==> src/rtl/npc_if.sv <==
// Request/response bundle between the pipeline and the next-PC controller.
// master: pipeline side (drives requests); slave: npc_ctrl.
interface npc_if;
  logic [31:0] pc;
  logic        br_taken;
  logic [31:0] br_target;
  logic        jmp_valid;
  logic [31:0] jmp_target;
  logic        stall_req;
  logic        halt_req;
  logic        trap_req;
  logic [31:0] npc;
  logic        pc_we;
  logic        if_id_flush;
  logic        if_id_hold;
  logic        id_ex_flush;
  logic        halted;
  logic [15:0] redirect_cnt;
  logic [31:0] mepc;

  modport master (
    output pc, br_taken, br_target, jmp_valid, jmp_target, stall_req, halt_req, trap_req,
    input  npc, pc_we, if_id_flush, if_id_hold, id_ex_flush, halted, redirect_cnt, mepc
  );

  modport slave (
    input  pc, br_taken, br_target, jmp_valid, jmp_target, stall_req, halt_req, trap_req,
    output npc, pc_we, if_id_flush, if_id_hold, id_ex_flush, halted, redirect_cnt, mepc
  );
endinterface

==> src/rtl/npc_ctrl.sv <==
// Next-PC controller: boot wait, redirect arbitration, halt and pipeline flush/hold.
// Optional trap support is enabled with `define NPC_CTRL_TRAP_EN.
module npc_ctrl #(
  parameter logic [31:0] RESET_PC  = 32'h0000_0000,
  parameter logic [3:0]  BOOT_WAIT = 4'd1,
  parameter logic [31:0] TRAP_VEC  = 32'h0000_0100
) (
  input  logic  clk,
  input  logic  rst_n,
  npc_if.slave  bus
);

  typedef enum logic [1:0] {
    BOOT = 2'd0,
    RUN  = 2'd1,
    HALT = 2'd2
  } state_t;

  localparam logic [31:0] ALIGN_MASK = 32'hFFFF_FFFC;

  state_t      state, state_nxt;
  logic [3:0]  wait_cnt;
  logic [15:0] redirect_cnt_q;
  logic        redirect;
  logic        trap;
  logic        trap_take;

`ifdef NPC_CTRL_TRAP_EN
  assign trap = bus.trap_req;
`else
  logic unused_trap;
  assign trap        = 1'b0;
  assign unused_trap = bus.trap_req;
`endif

  // NOTE: every output of this block gets a default first, so no path can infer a latch.
  always_comb begin
    state_nxt       = state;
    bus.npc         = bus.pc + 32'd4;
    bus.pc_we       = 1'b0;
    bus.if_id_flush = 1'b0;
    bus.if_id_hold  = 1'b0;
    bus.id_ex_flush = 1'b0;
    redirect        = 1'b0;
    trap_take       = 1'b0;

    unique case (state)
      BOOT: begin
        bus.npc = RESET_PC;
        if (wait_cnt == 4'd1) state_nxt = RUN;
      end
      RUN: begin
        if (trap) begin
          bus.npc         = TRAP_VEC & ALIGN_MASK;
          bus.pc_we       = 1'b1;
          bus.if_id_flush = 1'b1;
          bus.id_ex_flush = 1'b1;
          redirect        = 1'b1;
          trap_take       = 1'b1;
        end else if (bus.halt_req) begin
          bus.if_id_flush = 1'b1;
          bus.id_ex_flush = 1'b1;
          state_nxt       = HALT;
        end else if (bus.br_taken) begin
          // The branch is older than any instruction stalling or jumping behind it.
          bus.npc         = bus.br_target & ALIGN_MASK;
          bus.pc_we       = 1'b1;
          bus.if_id_flush = 1'b1;
          bus.id_ex_flush = 1'b1;
          redirect        = 1'b1;
        end else if (bus.stall_req) begin
          // A jump held in ID re-decodes once the stall clears.
          bus.if_id_hold  = 1'b1;
          bus.id_ex_flush = 1'b1;
        end else if (bus.jmp_valid) begin
          bus.npc         = bus.jmp_target & ALIGN_MASK;
          bus.pc_we       = 1'b1;
          bus.if_id_flush = 1'b1;
          redirect        = 1'b1;
        end else begin
          bus.pc_we = 1'b1;
        end
      end
      HALT: begin
        bus.npc = bus.pc;
      end
      default: begin
        state_nxt = BOOT;
      end
    endcase
  end

  assign bus.halted       = (state == HALT);
  assign bus.redirect_cnt = redirect_cnt_q;

  // NOTE: state registers use non-blocking assignments so every flop samples pre-edge values.
  always_ff @(posedge clk or negedge rst_n) begin
    if (!rst_n) begin
      state          <= BOOT;
      wait_cnt       <= BOOT_WAIT;
      redirect_cnt_q <= 16'd0;
    end else begin
      state <= state_nxt;
      if (state == BOOT) wait_cnt <= wait_cnt - 4'd1;
      if (redirect) redirect_cnt_q <= redirect_cnt_q + 16'd1;
    end
  end

`ifdef NPC_CTRL_TRAP_EN
  logic [31:0] mepc_q;

  always_ff @(posedge clk or negedge rst_n) begin
    if (!rst_n) begin
      mepc_q <= 32'd0;
    end else if (trap_take) begin
      mepc_q <= bus.pc;
    end
  end

  assign bus.mepc = mepc_q;
`else
  logic unused_trap_take;
  assign unused_trap_take = trap_take;
  assign bus.mepc         = 32'd0;
`endif

endmodule
==> src/flat_wrapper.sv <==
// flat-port wrapper written by rule: the top's interface ports become plain ports
module npc_ctrl_flat 
#(
  parameter logic [31:0] RESET_PC  = 32'h0000_0000,
  parameter logic [3:0]  BOOT_WAIT = 4'd1,
  parameter logic [31:0] TRAP_VEC  = 32'h0000_0100
)
  (clk, rst_n, bus_pc, bus_br_taken, bus_br_target, bus_jmp_valid, bus_jmp_target, bus_stall_req, bus_halt_req, bus_trap_req, bus_npc, bus_pc_we, bus_if_id_flush, bus_if_id_hold, bus_id_ex_flush, bus_halted, bus_redirect_cnt, bus_mepc);
  npc_if bus_i ();
  input  logic clk;
  input  logic rst_n;
  input wire logic [$bits(bus_i.pc)-1:0] bus_pc;
  input wire logic [$bits(bus_i.br_taken)-1:0] bus_br_taken;
  input wire logic [$bits(bus_i.br_target)-1:0] bus_br_target;
  input wire logic [$bits(bus_i.jmp_valid)-1:0] bus_jmp_valid;
  input wire logic [$bits(bus_i.jmp_target)-1:0] bus_jmp_target;
  input wire logic [$bits(bus_i.stall_req)-1:0] bus_stall_req;
  input wire logic [$bits(bus_i.halt_req)-1:0] bus_halt_req;
  input wire logic [$bits(bus_i.trap_req)-1:0] bus_trap_req;
  output wire logic [$bits(bus_i.npc)-1:0] bus_npc;
  output wire logic [$bits(bus_i.pc_we)-1:0] bus_pc_we;
  output wire logic [$bits(bus_i.if_id_flush)-1:0] bus_if_id_flush;
  output wire logic [$bits(bus_i.if_id_hold)-1:0] bus_if_id_hold;
  output wire logic [$bits(bus_i.id_ex_flush)-1:0] bus_id_ex_flush;
  output wire logic [$bits(bus_i.halted)-1:0] bus_halted;
  output wire logic [$bits(bus_i.redirect_cnt)-1:0] bus_redirect_cnt;
  output wire logic [$bits(bus_i.mepc)-1:0] bus_mepc;
  assign bus_i.pc = bus_pc;
  assign bus_i.br_taken = bus_br_taken;
  assign bus_i.br_target = bus_br_target;
  assign bus_i.jmp_valid = bus_jmp_valid;
  assign bus_i.jmp_target = bus_jmp_target;
  assign bus_i.stall_req = bus_stall_req;
  assign bus_i.halt_req = bus_halt_req;
  assign bus_i.trap_req = bus_trap_req;
  assign bus_npc = bus_i.npc;
  assign bus_pc_we = bus_i.pc_we;
  assign bus_if_id_flush = bus_i.if_id_flush;
  assign bus_if_id_hold = bus_i.if_id_hold;
  assign bus_id_ex_flush = bus_i.id_ex_flush;
  assign bus_halted = bus_i.halted;
  assign bus_redirect_cnt = bus_i.redirect_cnt;
  assign bus_mepc = bus_i.mepc;
  npc_ctrl #(.RESET_PC(RESET_PC), .BOOT_WAIT(BOOT_WAIT), .TRAP_VEC(TRAP_VEC)) u_core (.clk(clk), .rst_n(rst_n), .bus(bus_i));
endmodule
==> config.mk <==
export PLATFORM = sky130hd
export DESIGN_NAME = npc_ctrl_flat
export DESIGN_NICKNAME = d
export VERILOG_FILES = /design/src/rtl/npc_if.sv /design/src/rtl/npc_ctrl.sv /design/src/flat_wrapper.sv
export SDC_FILE = /design/constraint.sdc
export NUM_CORES = 1
export LEC_CHECK = 0
export ABC_AREA = 0
export CORE_AREA = 2 2 97 99
export CTS_CLUSTER_SIZE = 14
export DETAILED_ROUTE_END_ITERATION = 8
export DIE_AREA = 0 0 99 101
export HOLD_SLACK_MARGIN = 0.12
export PLACE_DENSITY_LB_ADDON = 0.12
export SETUP_SLACK_MARGIN = 0.1
export SLEW_MARGIN = 20
export SYNTH_ARGS = -nofsm -noshare
export SYNTH_HDL_FRONTEND = slang
export SYNTH_SLANG_ARGS = --single-unit
==> constraint.sdc <==
create_clock -name clk -period 3.59 [get_ports clk]
set_input_delay 1.077 -clock clk [delete_from_list [all_inputs] [get_ports clk]]
set_output_delay 1.077 -clock clk [all_outputs]
set_load 0.02 [all_outputs]
==> flow_summary.yaml <==
run_status:
  run_status: "finished, violations left"
  violations: "negative setup slack"
placed_design:
  gp_congestion: 0.9311
  dpl_worst_slack_ns: -1.028
  place_area_sq_um: 5443
  hpwl_mm: 10.43
  io_buffers: 150
  post-place-cells: 748
floorplan:
  start_util_pct: 33.92
  core_sq_um: 8977
  die_x_um: 99
  die_y_um: 101
  num_io_pins: 188
  dieArea_sq_um: 9999
  rows: 35
worst_setup_path:
  path_class: "input port to primary output"
  worstPathMaxFanout: 3
  rr_startpoint: "u_core.state[0]"
  worst_setup_path_start_kind: "input port"
  cp.arrival_ns: 2.65
  crit_path_start: "bus_pc[13]"
  required_ns: 2.51
  endpoint_kind: "primary output"
  reg2reg_depth: 7
logic_synthesis:
  yosysMostFrequentCell: "nor2_1"
  syn_inst: 417
  synth_top_area_share_pct: 17.26
  ys_top_cells_by_area: "dfrtp_1 (17%), buf_4 (7.9%), a21oi_1 (4.8%), nand3_1 (4.8%), nor2_1 (4.2%)"
  seq_area_frac_synth_pct: 18.12
  synthDistinctLibCells: 67
  synth-seq-cells: 22
  netlist_area_sq_um: 3045
  ys_warn_count: 0
  synth_edf_count: 0
  ys.flop_type: "dfrtp_1"
  ys_top_cells_by_count: "nor2_1 (34), buf_4 (32), a21oi_1 (29), nand3_1 (29), nand2_1 (27)"
  avgSynthCellArea_sq_um: 7.303
  synth-async-reset-ratio_pct: 100.0
  synth_top_area_cell: "dfrtp_1"
clock_tree:
  cts_sinks: 22
  clock_latency_ns: 0.27
  htreeDepth: 1
  cts_buffer_depth: 2
  cts_root_buffer: "clkbuf_8"
  cts_made_buffers: 3
  cts_tree: "done"
  cts_hold_buf: 0
  path_clk_slew_ns: 0.08
grt:
  grt_pass1_wl_mm: 22.38
  grt.overflow.total: 0
  track_usage_pct: 27.64
  grt_start_max_net_pins: 38
  grt_pass1_vias: 4433
  antenna_found_initial: 0
timing:
  maxSlewViolCount: 0
  worst_slew_pin_slew_ns: 0.5747
  fmax_mhz: 268.1
  rsz0062_at_grt: "true"
  finalClockSkew_ns: 0.008830
  hold_viol: 0
  fin_ws_ns: -0.1404
  fin_crit_sh_pct: 103.9
  final-setup-viol-count: 14
  slew_headroom_pct: 61.55
  setup_tns_ns: -0.9008
  layout_min_cycle_time_ns: 3.730
pwr:
  leakagePower_uw: 0.002828
  power_density_nw_per_um2: 333.6
  vdd_drop_max_uv: 194.6
  power.total_uw: 2174
min_path:
  hold_depth: 1
  hp-class: "flip-flop to flip-flop"
  min_from: "u_core.bus.redirect_cnt[15]"
layout:
  layout-drive-gt1-share_pct: 47.74
  syn_to_final_growth_pct: 114.0
  diodes: 0
  fillers: 672
  nets: 795
  stdcell_area_sq_um: 6516
  stdcell_count: 798
drt:
  wl_per_cell_um: 18.78
  drtPass1Iterations: 5
  viasPerCell: 5.599
  routed_wl_mm: 14.99
  drc: 0
  drtIter0Drc: 232
  dr_total_vias: 4468
  ant_nets: 0
job:
  drv_cap: 0
per-stage QoR:
step                      utilization [%]  hold WS [ns]
after floorplan                         -        0.4426
after global placement              60.63        0.4566
after detailed placement            60.63        0.4689
after CTS                           68.54        0.4816
after global routing                72.59        0.4908
final                               72.59        0.4813
where the power goes:
part / switching (uW) / leakage [uW] / internal [uW]
logic: 914 / 0.00251 / 742
registers: 42.8 / 0.000288 / 297
clock network: 80.9 / 0.0000288 / 97.8
total: 1040 / 0.00283 / 1140
final cells by class:
cell class              instances  area [sq um]  share of cell area, %
repair buffers                294          2738                  42.01
multi-input cells             357          2995                  45.97
well taps                     111         138.9                  2.131
inverters                      10         37.54                 0.5760
clock buffers                   4         55.05                 0.8449
flip-flops and latches         22         551.8                  8.468
flip-flops by register name, summed over array words and instances, names as in the netlist:
name,count
u_core.state,2
u_core.bus.redirect_cnt,16
u_core.wait_cnt,4
final timing paths:
kind | slack (ns) | end
min in group asynchronous | 0.77 | u_core.wait_cnt[2]
worst max-delay path | -0.14 | bus_npc[26]
max in group asynchronous | 2.46 | u_core.wait_cnt[0]
worst min register to register | 0.48 | u_core.bus.redirect_cnt[15]
worst max register to register | 1.30 | u_core.bus.redirect_cnt[12]
worst min-delay path | 0.48 | u_core.bus.redirect_cnt[15]
placed cells by master, fill, tap and decap left out, types with 9 or more instances in the layout:
cell type / count
buf_4: 116
clkdlybuf4s50_1: 78
buf_6: 58
conb_1: 32
nand2_1: 24
nor2_1: 23
dfrtp_1: 21
nand4_1: 18
a21oi_1: 17
nand3_1: 14
xor2_1: 14
a22oi_1: 12
a21oi_2: 10
buf_2: 10
nand3_2: 9
metal layers:
layer  vias to the layer above  global-route usage, %  share of wire (%)
met2                       230                  48.80                 51
li1                       2068                      -                  -
met1                      2118                  34.36                 39
met4                         0                  9.694                3.5
met5                         -                      0                  0
met3                        52                  3.953                7.3
logic make-up (layout without fill, tap and decap cells):
logic type                 after synthesis  in the layout  synth area share [%]
DFF                                     22             22                 18.12
and+or+nand+nor                        168            168                 29.95
other                                    1             32                0.1231
buffers and inverters                   69            308                 12.90
adders and majority gates                4              4                 1.643
muxes                                    4              4                 1.315
AOI/OAI and AO/OA                      127            127                 29.62
xor gates and xnor gates                22             22                 6.327
what timing repair did:
item | in CTS | in global routing
gates cloned | 1 | 0
endpoints found under the setup margin | 36 | 33
pin swaps | 49 | 53
gates resized for setup | 396 | 91
buffers inserted | 29 | 18
critical path, cell delays in order:
cell and delay, ns:
buf_8 0.08, nand3_4 0.11, nor4_4 0.40, nand4_2 0.17, or4b_4 0.52, o211a_1 0.17
buf_6 0.14
(Power assumes the default switching activity.)
